[config.mk]
export PLATFORM = sky130hd
export DESIGN_NAME = dvp_capture_ctrl
export DESIGN_NICKNAME = d
export VERILOG_FILES = /design/src/rtl/dvp_capture_ctrl_pkg.sv /design/src/rtl/dvp_frame_size_checker.sv /design/src/rtl/dvp_capture_ctrl.sv
export SDC_FILE = /design/constraint.sdc
export NUM_CORES = 1
export LEC_CHECK = 0
export BUFFER_PORTS_ARGS = -buffer_cell sky130_fd_sc_hd__buf_2
export CORE_AREA = 3 3 73 75
export CTS_CLUSTER_SIZE = 24
export DETAILED_ROUTE_END_ITERATION = 12
export DIE_AREA = 0 0 76 78
export PLACE_DENSITY = 0.78
export REMOVE_ABC_BUFFERS = 1
export SYNTH_ARGS = -nofsm -noshare
export SYNTH_HDL_FRONTEND = slang
export SYNTH_SLANG_ARGS = --single-unit
export TNS_END_PERCENT = 20
[constraint.sdc]
create_clock -name Clk -period 2.8 [get_ports Clk]
set_clock_uncertainty 0.2 [all_clocks]
set_input_delay 0 -clock Clk [delete_from_list [all_inputs] [get_ports Clk]]
set_output_delay 0 -clock Clk [all_outputs]
set_load 0.02 [all_outputs]
[src/rtl/dvp_capture_ctrl_pkg.sv]
// Package: dvp_capture_ctrl_pkg
// Purpose: shared constants for the DVP frame-level capture sequencer.
//   - FSM state encoding (ST_IDLE / ST_ARM / ST_CAPTURE)
//   - capture mode encoding (MODE_SINGLE / MODE_CONT)
//   - counter and data widths
//   - keep_running(): decides whether a finished capture re-arms
package dvp_capture_ctrl_pkg;

  localparam logic [1:0] ST_IDLE    = 2'd0;
  localparam logic [1:0] ST_ARM     = 2'd1;
  localparam logic [1:0] ST_CAPTURE = 2'd2;

  localparam logic MODE_SINGLE = 1'b0;
  localparam logic MODE_CONT   = 1'b1;

  localparam int SKIP_W   = 8;   // SkipFrames / skip counter width
  localparam int DECIM_W  = 4;   // Decim width
  localparam int FCNT_W   = 16;  // captured-frame counter width
  localparam int PIX_W    = 16;  // pixel data width
  localparam int SZ_CNT_W = 12;  // size-checker pixel/line counter width

  // A finished frame re-arms only in continuous mode with no stop requested.
  function automatic logic keep_running(input logic mode, input logic stop);
    if (stop || (mode == MODE_SINGLE)) begin
      return 1'b0;
    end
    return (mode == MODE_CONT);
  endfunction

endpackage

[src/rtl/dvp_frame_size_checker.sv]
// Module: dvp_frame_size_checker
// Purpose: counts valid pixels per line and lines per frame while a frame
//   is being captured and raises a sticky error on any size mismatch.
// Ports:
//   clk       in  1  pixel clock
//   srst      in  1  synchronous reset, active-high
//   clear     in  1  clears the sticky error (accepted Start)
//   en        in  1  counting enabled (capture in progress); counters cleared when low
//   in_valid  in  1  pixel valid
//   in_hs     in  1  line active flag
//   vs_rise   in  1  end-of-frame strobe (vertical blanking starts)
//   size_err  out 1  sticky size error
module dvp_frame_size_checker
  import dvp_capture_ctrl_pkg::*;
#(
  parameter int IMG_W = 16,
  parameter int IMG_H = 12
) (
  input  logic clk,
  input  logic srst,
  input  logic clear,
  input  logic en,
  input  logic in_valid,
  input  logic in_hs,
  input  logic vs_rise,
  output logic size_err
);

  logic                hs_d_reg;
  logic [SZ_CNT_W-1:0] pix_cnt_reg;
  logic [SZ_CNT_W-1:0] line_cnt_reg;
  logic                err_reg;
  logic                hs_fall;

  assign hs_fall  = hs_d_reg & ~in_hs;
  assign size_err = err_reg;

  always_ff @(posedge clk) begin
    if (srst) begin
      hs_d_reg     <= 1'b0;
      pix_cnt_reg  <= '0;
      line_cnt_reg <= '0;
      err_reg      <= 1'b0;
    end else begin
      hs_d_reg <= in_hs;
      if (!en) begin
        pix_cnt_reg  <= '0;
        line_cnt_reg <= '0;
      end else begin
        if (hs_fall) begin
          if (pix_cnt_reg != SZ_CNT_W'(IMG_W)) begin
            err_reg <= 1'b1;
          end
          pix_cnt_reg  <= '0;
          line_cnt_reg <= line_cnt_reg + SZ_CNT_W'(1);
        end else if (in_valid && in_hs) begin
          pix_cnt_reg <= pix_cnt_reg + SZ_CNT_W'(1);
        end
        if (vs_rise) begin
          if (line_cnt_reg != SZ_CNT_W'(IMG_H)) begin
            err_reg <= 1'b1;
          end
          line_cnt_reg <= '0;
          pix_cnt_reg  <= '0;
        end
      end
      // Clearing wins over a mismatch seen in the same cycle.
      if (clear) begin
        err_reg <= 1'b0;
      end
    end
  end

endmodule

[src/rtl/dvp_capture_ctrl.sv]
// Module: dvp_capture_ctrl
// Purpose: frame-level sequencer between DVP_Capture and the frame-buffer
//   writer. Arms on Start, skips SkipFrames settling frames, then forwards
//   whole frames (single-shot or continuous with decimation), counts
//   captured frames and reports status.
// Optional feature: define FRAME_SIZE_CHECK_EN to build the frame-size
//   checker; otherwise SizeErr is tied to 0.
// Ports:
//   Clk, Rst                 clock, synchronous active-high reset
//   Start, Stop              1-cycle command pulses
//   Mode                     0 single frame, 1 continuous
//   SkipFrames[7:0]          settling frames dropped after Start
//   Decim[3:0]               frames dropped between continuous captures
//   InValid/InPixel/InHs/InVs  DVP_Capture stream (InVs high in blanking)
//   OutValid/OutPixel/OutHs  gated stream, 1 Clk latency
//   FrameStart, FrameDone    1-cycle frame pulses
//   Busy                     state is not IDLE
//   FrameCnt[15:0]           captured-frame count
//   SizeErr                  sticky size error
module dvp_capture_ctrl
  import dvp_capture_ctrl_pkg::*;
#(
  parameter int IMG_W = 16,
  parameter int IMG_H = 12
) (
  input  logic              Clk,
  input  logic              Rst,
  input  logic              Start,
  input  logic              Stop,
  input  logic              Mode,
  input  logic [SKIP_W-1:0] SkipFrames,
  input  logic [DECIM_W-1:0] Decim,
  input  logic              InValid,
  input  logic [PIX_W-1:0]  InPixel,
  input  logic              InHs,
  input  logic              InVs,
  output logic              OutValid,
  output logic [PIX_W-1:0]  OutPixel,
  output logic              OutHs,
  output logic              FrameStart,
  output logic              FrameDone,
  output logic              Busy,
  output logic [FCNT_W-1:0] FrameCnt,
  output logic              SizeErr
);

  logic [1:0]         state_reg;
  logic               vs_d_reg;
  logic [SKIP_W-1:0]  skip_cnt_reg;
  logic [DECIM_W-1:0] decim_reg;
  logic               stop_pend_reg;
  logic               out_valid_reg;
  logic               out_hs_reg;
  logic [PIX_W-1:0]   out_pixel_reg;
  logic               frame_start_reg;
  logic               frame_done_reg;
  logic [FCNT_W-1:0]  frame_cnt_reg;
  logic               vs_fall;
  logic               vs_rise;
  logic               start_accept;

  // vs_d_reg resets low, so no falling edge appears before InVs was seen high.
  assign vs_fall      = ~InVs & vs_d_reg;
  assign vs_rise      = InVs & ~vs_d_reg;
  assign start_accept = (state_reg == ST_IDLE) && Start && !Stop;

  always_ff @(posedge Clk) begin
    if (Rst) begin
      state_reg       <= ST_IDLE;
      vs_d_reg        <= 1'b0;
      skip_cnt_reg    <= '0;
      decim_reg       <= '0;
      stop_pend_reg   <= 1'b0;
      out_valid_reg   <= 1'b0;
      out_hs_reg      <= 1'b0;
      out_pixel_reg   <= '0;
      frame_start_reg <= 1'b0;
      frame_done_reg  <= 1'b0;
      frame_cnt_reg   <= '0;
    end else begin
      vs_d_reg        <= InVs;
      frame_start_reg <= 1'b0;
      frame_done_reg  <= 1'b0;
      out_valid_reg   <= 1'b0;
      out_hs_reg      <= 1'b0;

      // Gating uses the current state, so the pixel in the vs_rise cycle
      // is still forwarded while nothing after it is.
      if (state_reg == ST_CAPTURE) begin
        out_valid_reg <= InValid;
        out_hs_reg    <= InHs;
        out_pixel_reg <= InPixel;
      end

      case (state_reg)
        ST_IDLE: begin
          if (start_accept) begin
            state_reg     <= ST_ARM;
            skip_cnt_reg  <= SkipFrames;
            decim_reg     <= Decim;
            frame_cnt_reg <= '0;
          end
        end
        ST_ARM: begin
          // Arming waits for a vs_fall, so a frame already running is skipped.
          if (Stop) begin
            state_reg <= ST_IDLE;
          end else if (vs_fall) begin
            if (skip_cnt_reg != '0) begin
              skip_cnt_reg <= skip_cnt_reg - SKIP_W'(1);
            end else begin
              state_reg       <= ST_CAPTURE;
              frame_start_reg <= 1'b1;
            end
          end
        end
        ST_CAPTURE: begin
          if (Stop) begin
            stop_pend_reg <= 1'b1;
          end
          if (vs_rise) begin
            frame_done_reg <= 1'b1;
            frame_cnt_reg  <= frame_cnt_reg + FCNT_W'(1);
            if (keep_running(Mode, stop_pend_reg | Stop)) begin
              state_reg    <= ST_ARM;
              skip_cnt_reg <= SKIP_W'(decim_reg);
            end else begin
              state_reg     <= ST_IDLE;
              stop_pend_reg <= 1'b0;
            end
          end
        end
        default: begin
          state_reg <= ST_IDLE;
        end
      endcase
    end
  end

  assign OutValid   = out_valid_reg;
  assign OutHs      = out_hs_reg;
  assign OutPixel   = out_pixel_reg;
  assign FrameStart = frame_start_reg;
  assign FrameDone  = frame_done_reg;
  assign FrameCnt   = frame_cnt_reg;
  assign Busy       = (state_reg != ST_IDLE);

`ifdef FRAME_SIZE_CHECK_EN
  dvp_frame_size_checker #(
    .IMG_W (IMG_W),
    .IMG_H (IMG_H)
  ) u_size_checker (
    .clk      (Clk),
    .srst     (Rst),
    .clear    (start_accept),
    .en       (state_reg == ST_CAPTURE),
    .in_valid (InValid),
    .in_hs    (InHs),
    .vs_rise  (vs_rise),
    .size_err (SizeErr)
  );
`else
  assign SizeErr = 1'b0;
`endif

endmodule

[Word level (Yosys, flattened, before mapping)]
Index checks and enable logic that the tools add are counted.
Word-level totals
  register bits: 52
  latch bits: 0
  bits in writable memories: 0
  bits in read-only memories: 0
  bits of input ports: 36
  output and inout port bits: 38
  memories kept: 0
Operators by class
  add/subtract/negate cells: 2
  multipliers: 0
  div/mod/pow operators: 0
  magnitude comparators: 0
  equality and inequality tests: 10
  shifts and indexed selects: 0
  mux-type cells: 31
  bitwise logic cells: 9
  reductions and logical operators: 15
Operators with widths (count)
  8-bit two-way mux: 6
  16-bit two-way mux: 2
  16-bit one-hot mux with 2 select lines: 1
  8-bit one-hot mux with 3 select lines: 1
  16-bit by 1-bit adder with 16-bit output, second input constant: 1
  1-bit two-way mux: 15
  2-bit two-way mux: 5
  2-bit != test, second input constant: 5
  8-bit nonzero test: 1
  8-bit by 1-bit subtractor with 8-bit output, second input constant: 1
  7-bit AND reduction: 1
  3-bit != test, second input constant: 2
  1-bit NOT: 6
  2-bit one-hot mux with 3 select lines: 1
  4-bit AND reduction: 1
  2-bit nonzero test: 2
  4-bit OR reduction: 1
  3-bit AND reduction: 1
  3-bit nonzero test: 1
  1-bit bitwise AND: 2
  2-bit by 1-bit equality test with 1-bit output, second input constant: 1
  2-bit equality test, second input constant: 1
  1-bit logical AND: 2
  2-bit logical NOT: 1
  other kinds (6): 6

[Logic depth before layout (Yosys ltp)]
  depth in word-level cells: 13
  gate-level depth with buffers: 8
  depth with buffers taken out: 6

[Worst setup path after synthesis]
No wires, ideal clock.
  path type: flip-flop to flip-flop
  start: register state_reg[0]
  end: register frame_cnt_reg[15] (netlist: FrameCnt[15])
  library setup time: 72 ps
  arrival time: 2122 ps
  required time: 2528 ps
  slack: 406 ps
  stages on the path, launching flop included: 9
  path buffers: 2
  cells stage by stage: dfxtp_1 inv_1 ha_1 clkbuf_1 a22o_1 or4b_1 buf_2 or4_1 a21oi_1
Between the ends
  cells in the longest elaborated chain, start to end: 5
  elaborated cells between the ends (all ways): 9
Ends and longest elaborated chain
  start, declared: RTL line dvp_capture_ctrl.sv:47  | logic [1:0] state_reg;
  start signal, assigned: RTL line dvp_capture_ctrl.sv:69  | state_reg <= ST_IDLE;
  start signal, assigned: RTL line dvp_capture_ctrl.sv:98  | state_reg <= ST_ARM;
  start signal, assigned: RTL line dvp_capture_ctrl.sv:107  | state_reg <= ST_IDLE;
  2-bit logical NOT: RTL line dvp_capture_ctrl.sv:65, dvp_capture_ctrl.sv:95
  1-bit logical AND (2 in a row): RTL line dvp_capture_ctrl.sv:65  | assign start_accept = (state_reg == ST_IDLE) && Start && !Stop;
  2-bit != test (no line)
  3-bit AND reduction (no line)
  end signal, assigned: RTL line dvp_capture_ctrl.sv:123  | frame_cnt_reg <= frame_cnt_reg + FCNT_W'(1);
  end, declared: RTL line dvp_capture_ctrl.sv:57  | logic [FCNT_W-1:0] frame_cnt_reg;
Several ways; a longest one is shown, not always the timed one.
A chain may end at the register's enable or synchronous reset.

[Worst setup path after layout]
Ends and elaborated chain as after synthesis.

==> reports/summary.json <==
{
  "initial_antenna_violation_count": {"value": 0},
  "timing.fmax": {"value": 391, "unit": "MHz"},
  "pin_count_of_the_biggest_net_entering_global_routing": {"value": 38},
  "cts.repair_timing.setup_buffer_count": {"value": 0},
  "synthesis.area": {"value": 0.00239, "unit": "mm2"},
  "antenna_violating_nets_post_route": {"value": 0},
  "vias_in_the_first_global_route": {"value": 2347},
  "sequentialPowerShare": {"value": 48.4, "unit": "%"},
  "layout-drive-gt1-share": {"value": 23.0, "unit": "%"},
  "comb_power_share": {"value": 24.1, "unit": "%"},
  "hold_path_class": {"value": "in2reg"},
  "setup_slack_after_placement": {"value": 0.269, "unit": "ns"},
  "dp.cells": {"value": 405},
  "drv_slew": {"value": 0},
  "grt_pass1_wl": {"value": 10400, "unit": "um"},
  "i_o_pin_cnt": {"value": 74},
  "wire_per_inst": {"value": 13.5, "unit": "um"},
  "cts-root-buf": {"value": "sky130_fd_sc_hd__clkbuf_8"},
  "crit_path_setup_slack_layout": {"value": 0.242, "unit": "ns"},
  "post_drt_via_cell_ratio": {"value": 5.17},
  "detail_route.wirelength": {"value": 6030, "unit": "um"},
  "globalRouteTotalUtil": {"value": 21.3, "unit": "%"},
  "synth-edff-count": {"value": 0},
  "drt_pass1_iterations": {"value": 4},
  "netlist_instances": {"value": 276},
  "finish.net_count": {"value": 421},
  "start_util": {"value": 50.5, "unit": "%"},
  "p_int": {"value": 1.15, "unit": "mW"},
  "ir_worst_vdd": {"value": 0.000376, "unit": "V"},
  "ys_ff_latch": {"value": 52},
  "place.port_buffers": {"value": 72},
  "post_synth_main_area_contributors": {"value": "sky130_fd_sc_hd__dfxtp_1 44%, sky130_fd_sc_hd__mux2i_1 8.8%, sky130_fd_sc_hd__nor2_1 6.8%, sky130_fd_sc_hd__a21oi_1 4.0%, sky130_fd_sc_hd__ha_1 3.7%"},
  "timing.critical_path.from_type": {"value": "flip-flop"},
  "die_span_x": {"value": 76, "unit": "um"},
  "chipHeight": {"value": 78, "unit": "um"},
  "synth.top_cell.area_share": {"value": 43.6, "unit": "%"},
  "floorplan.die_area": {"value": 0.00593, "unit": "mm2"},
  "part_of_the_yosys_area_used_for_sequential_elements": {"value": 43.6, "unit": "%"},
  "total_half_perimeter_wirelength_after_legalization_and_detailed_placement": {"value": 3910, "unit": "um"},
  "p_switching": {"value": 0.515, "unit": "mW"},
  "synth_largest_area_cell": {"value": "sky130_fd_sc_hd__dfxtp_1"},
  "share_clk_of_total_power": {"value": 27.6, "unit": "%"},
  "place.gp.congestion": {"value": 0.810},
  "worstPathRequired": {"value": 2.85, "unit": "ns"},
  "cts-buffers-inserted": {"value": 5},
  "clkLatencyLatePin": {"value": 0.31, "unit": "ns"},
  "p_leak": {"value": 1.37, "unit": "nW"},
  "worst_pin_slew": {"value": 0.665, "unit": "ns"},
  "async_flop_share": {"value": 0, "unit": "%"},
  "synth_warnings": {"value": 0},
  "num_rows": {"value": 25},
  "cpPeakStageDelay": {"value": 0.68, "unit": "ns"},
  "switching_share": {"value": 31.0, "unit": "%"},
  "crit_path_cell_trace": {"value": "inv_1 > ha_1 > a22o_1 > or4b_1 > or4_1 > a21oi_1"},
  "vias": {"value": 2307},
  "total_number_of_h_tree_levels": {"value": 2},
  "synth_area_per_cell": {"value": 8.65, "unit": "um2"},
  "setup-violations-final": {"value": 0},
  "path_clk_slew": {"value": 0.10, "unit": "ns"},
  "antenna-diode-count": {"value": 0},
  "critical_path.endpoint_type": {"value": "flip-flop"},
  "finalCritPeriodShare": {"value": 91.3, "unit": "%"},
  "dr.first_iter.drc_count": {"value": 162},
  "power.density_cell_area": {"value": 513, "unit": "mW/mm2"},
  "global_route.overflow_total": {"value": 0},
  "layout.cells.non_filler": {"value": 446},
  "flow.area_growth_from_synthesis": {"value": 35.5, "unit": "%"},
  "post-route-drc-count": {"value": 0},
  "ys_dominant_reg_cell": {"value": "sky130_fd_sc_hd__dfxtp_1"},
  "critPathKind": {"value": "reg2reg"},
  "clock_sinks": {"value": 52},
  "cts_max_path_buffers": {"value": 2},
  "startpoint": {"value": "state_reg[0]"},
  "min_delay_startpoint": {"value": "Rst"},
  "core_area": {"value": 0.00472, "unit": "mm2"},
  "cts_tree": {"value": "done"},
  "yosys.cell_types.count": {"value": 44},
  "critical_path_arrival": {"value": 2.60, "unit": "ns"},
  "r2r_start": {"value": "state_reg[0]"},
  "max_cap_viols": {"value": 0},
  "rsz0062_at_grt": {"value": "false"},
  "hold_viol_final": {"value": 0},
  "fin_crit": {"value": 2.56, "unit": "ns"},
  "critical-path-slowest-cell": {"value": "sky130_fd_sc_hd__or4b_1"},
  "relSlewSlack": {"value": 55.7, "unit": "%"},
  "status": {"value": "finished, final reports clean"},
  "path_max_fanout": {"value": 9}
}
power groups by stage:
| stage | clock network [mW] | logic [mW] | registers, mW |
|---|---|---|---|
| finish | 0.458 | 0.400 | 0.803 |
| global route | 0.490 | 0.444 | 0.807 |
| CTS | 0.465 | 0.390 | 0.802 |
| detailed placement | 0 | 0.354 | 0.819 |
| global placement | 0 | 0.350 | 0.816 |
| floorplan | 0 | 0.243 | 0.816 |
cell usage in the layout, fill, tap and decap left out, types with 2 or more instances in the layout:
cell and instances:
sky130_fd_sc_hd__a311o_1 2, sky130_fd_sc_hd__nor3_1 5, sky130_fd_sc_hd__nand3_1 11, sky130_fd_sc_hd__buf_2 72, sky130_fd_sc_hd__a221oi_1 3, sky130_fd_sc_hd__xor2_1 2, sky130_fd_sc_hd__a31oi_1 2, sky130_fd_sc_hd__o21ai_0 9
sky130_fd_sc_hd__nor2b_1 3, sky130_fd_sc_hd__ha_1 7, sky130_fd_sc_hd__or3_1 5, sky130_fd_sc_hd__buf_4 5, sky130_fd_sc_hd__clkbuf_8 6, sky130_fd_sc_hd__and4_1 2, sky130_fd_sc_hd__clkinvlp_4 2, sky130_fd_sc_hd__nand2b_1 4
sky130_fd_sc_hd__nor4_1 8, sky130_fd_sc_hd__inv_1 15, sky130_fd_sc_hd__nand3b_1 2, sky130_fd_sc_hd__dlygate4sd3_1 33, sky130_fd_sc_hd__nand4_1 3, sky130_fd_sc_hd__xnor2_1 10, sky130_fd_sc_hd__a21oi_1 19, sky130_fd_sc_hd__nand2_1 13
sky130_fd_sc_hd__dfxtp_1 52, sky130_fd_sc_hd__mux2i_1 21, sky130_fd_sc_hd__nor2_1 43, sky130_fd_sc_hd__and3_1 2
per-stage QoR:
stage | util (%) | power (mW) | TNS (ns) | instance area, um2 | hold WS, ns
after floorplan | - | 1.06 | -0.966 | 2330 | -0.131
after global placement | 59.4 | 1.17 | 0 | 2810 | 0.0293
after detailed placement | 59.4 | 1.17 | 0 | 2810 | 0.0388
after CTS | 68.5 | 1.66 | 0 | 3240 | 0.00481
after global routing | 68.5 | 1.74 | 0 | 3240 | 0.0300
final | 68.5 | 1.66 | 0 | 3240 | 0.000557
critical path: cells and delay by family (launching register included):
| kind | cells | cell delay (ns) |
|---|---|---|
| AO/OA/AOI/OAI | 2 | 0.42 |
| adder cells (fa/ha/maj) | 1 | 0.26 |
| buffers and inverters | 1 | 0.08 |
| flip-flops | 1 | 0.40 |
| AND/OR/NAND/NOR | 2 | 1.13 |
per-layer routing:
| layer | vias to the layer above | wire length (um) | global-route usage [%] |
|---|---|---|---|
| met3 | 11 | 360 | 4.29 |
| met5 | - | 0 | 0 |
| li1 | 1156 | - | - |
| met4 | 0 | 132 | 10.1 |
| met1 | 1066 | 2640 | 24.9 |
| met2 | 74 | 2890 | 37.3 |
logic make-up after synthesis:
group,count (synthesis),synth area share (%)
other,1,0.157
buffers and inverters,30,4.93
muxes,21,8.80
xor gates and xnor gates,12,4.40
DFF,52,43.6
adders and majority gates,7,3.67
AOI/OAI and AO/OA,46,12.2
and+or+nand+nor,107,22.2
synth_stat cells (3+ instances only):
cell,instances
sky130_fd_sc_hd__dfxtp_1,52
sky130_fd_sc_hd__nor2_1,43
sky130_fd_sc_hd__mux2i_1,21
sky130_fd_sc_hd__a21oi_1,19
sky130_fd_sc_hd__inv_1,15
sky130_fd_sc_hd__clkbuf_1,13
sky130_fd_sc_hd__nand2_1,13
sky130_fd_sc_hd__nand3_1,11
sky130_fd_sc_hd__xnor2_1,10
sky130_fd_sc_hd__o21ai_0,9
sky130_fd_sc_hd__nor4_1,8
sky130_fd_sc_hd__ha_1,7
sky130_fd_sc_hd__nor3_1,5
sky130_fd_sc_hd__or3_1,5
sky130_fd_sc_hd__nand2b_1,4
sky130_fd_sc_hd__a221oi_1,3
sky130_fd_sc_hd__nand4_1,3
sky130_fd_sc_hd__nor2b_1,3
final cells by class:
| class | count | area, um2 |
|---|---|---|
| fill | 364 | 1490 |
| sequential | 52 | 1040 |
| clock buffer | 6 | 82.6 |
| multi-input combinational | 194 | 1230 |
| tap | 67 | 83.8 |
| timing repair buffer | 110 | 728 |
| inverter | 15 | 56.3 |
| clock inverter | 2 | 15.0 |
what timing repair did:
item / in CTS / in global routing
resized for setup: 0 / 0
endpoints found under the hold margin: 35 / 0
hold buffers: 33 / 0
path summary, 6_finish.rpt:
| kind | endpoint | slack [ns] | cells after the start |
|---|---|---|---|
| setup reg to reg | FrameCnt[15] | 0.24 | 6 |
| setup / recovery | FrameCnt[15] | 0.24 | 6 |
| hold reg to reg | skip_cnt_reg[7] | 0.29 | 2 |
| hold / removal | decim_reg[3] | 0.0006 | 2 |
Power figures use the tool's default switching activity.
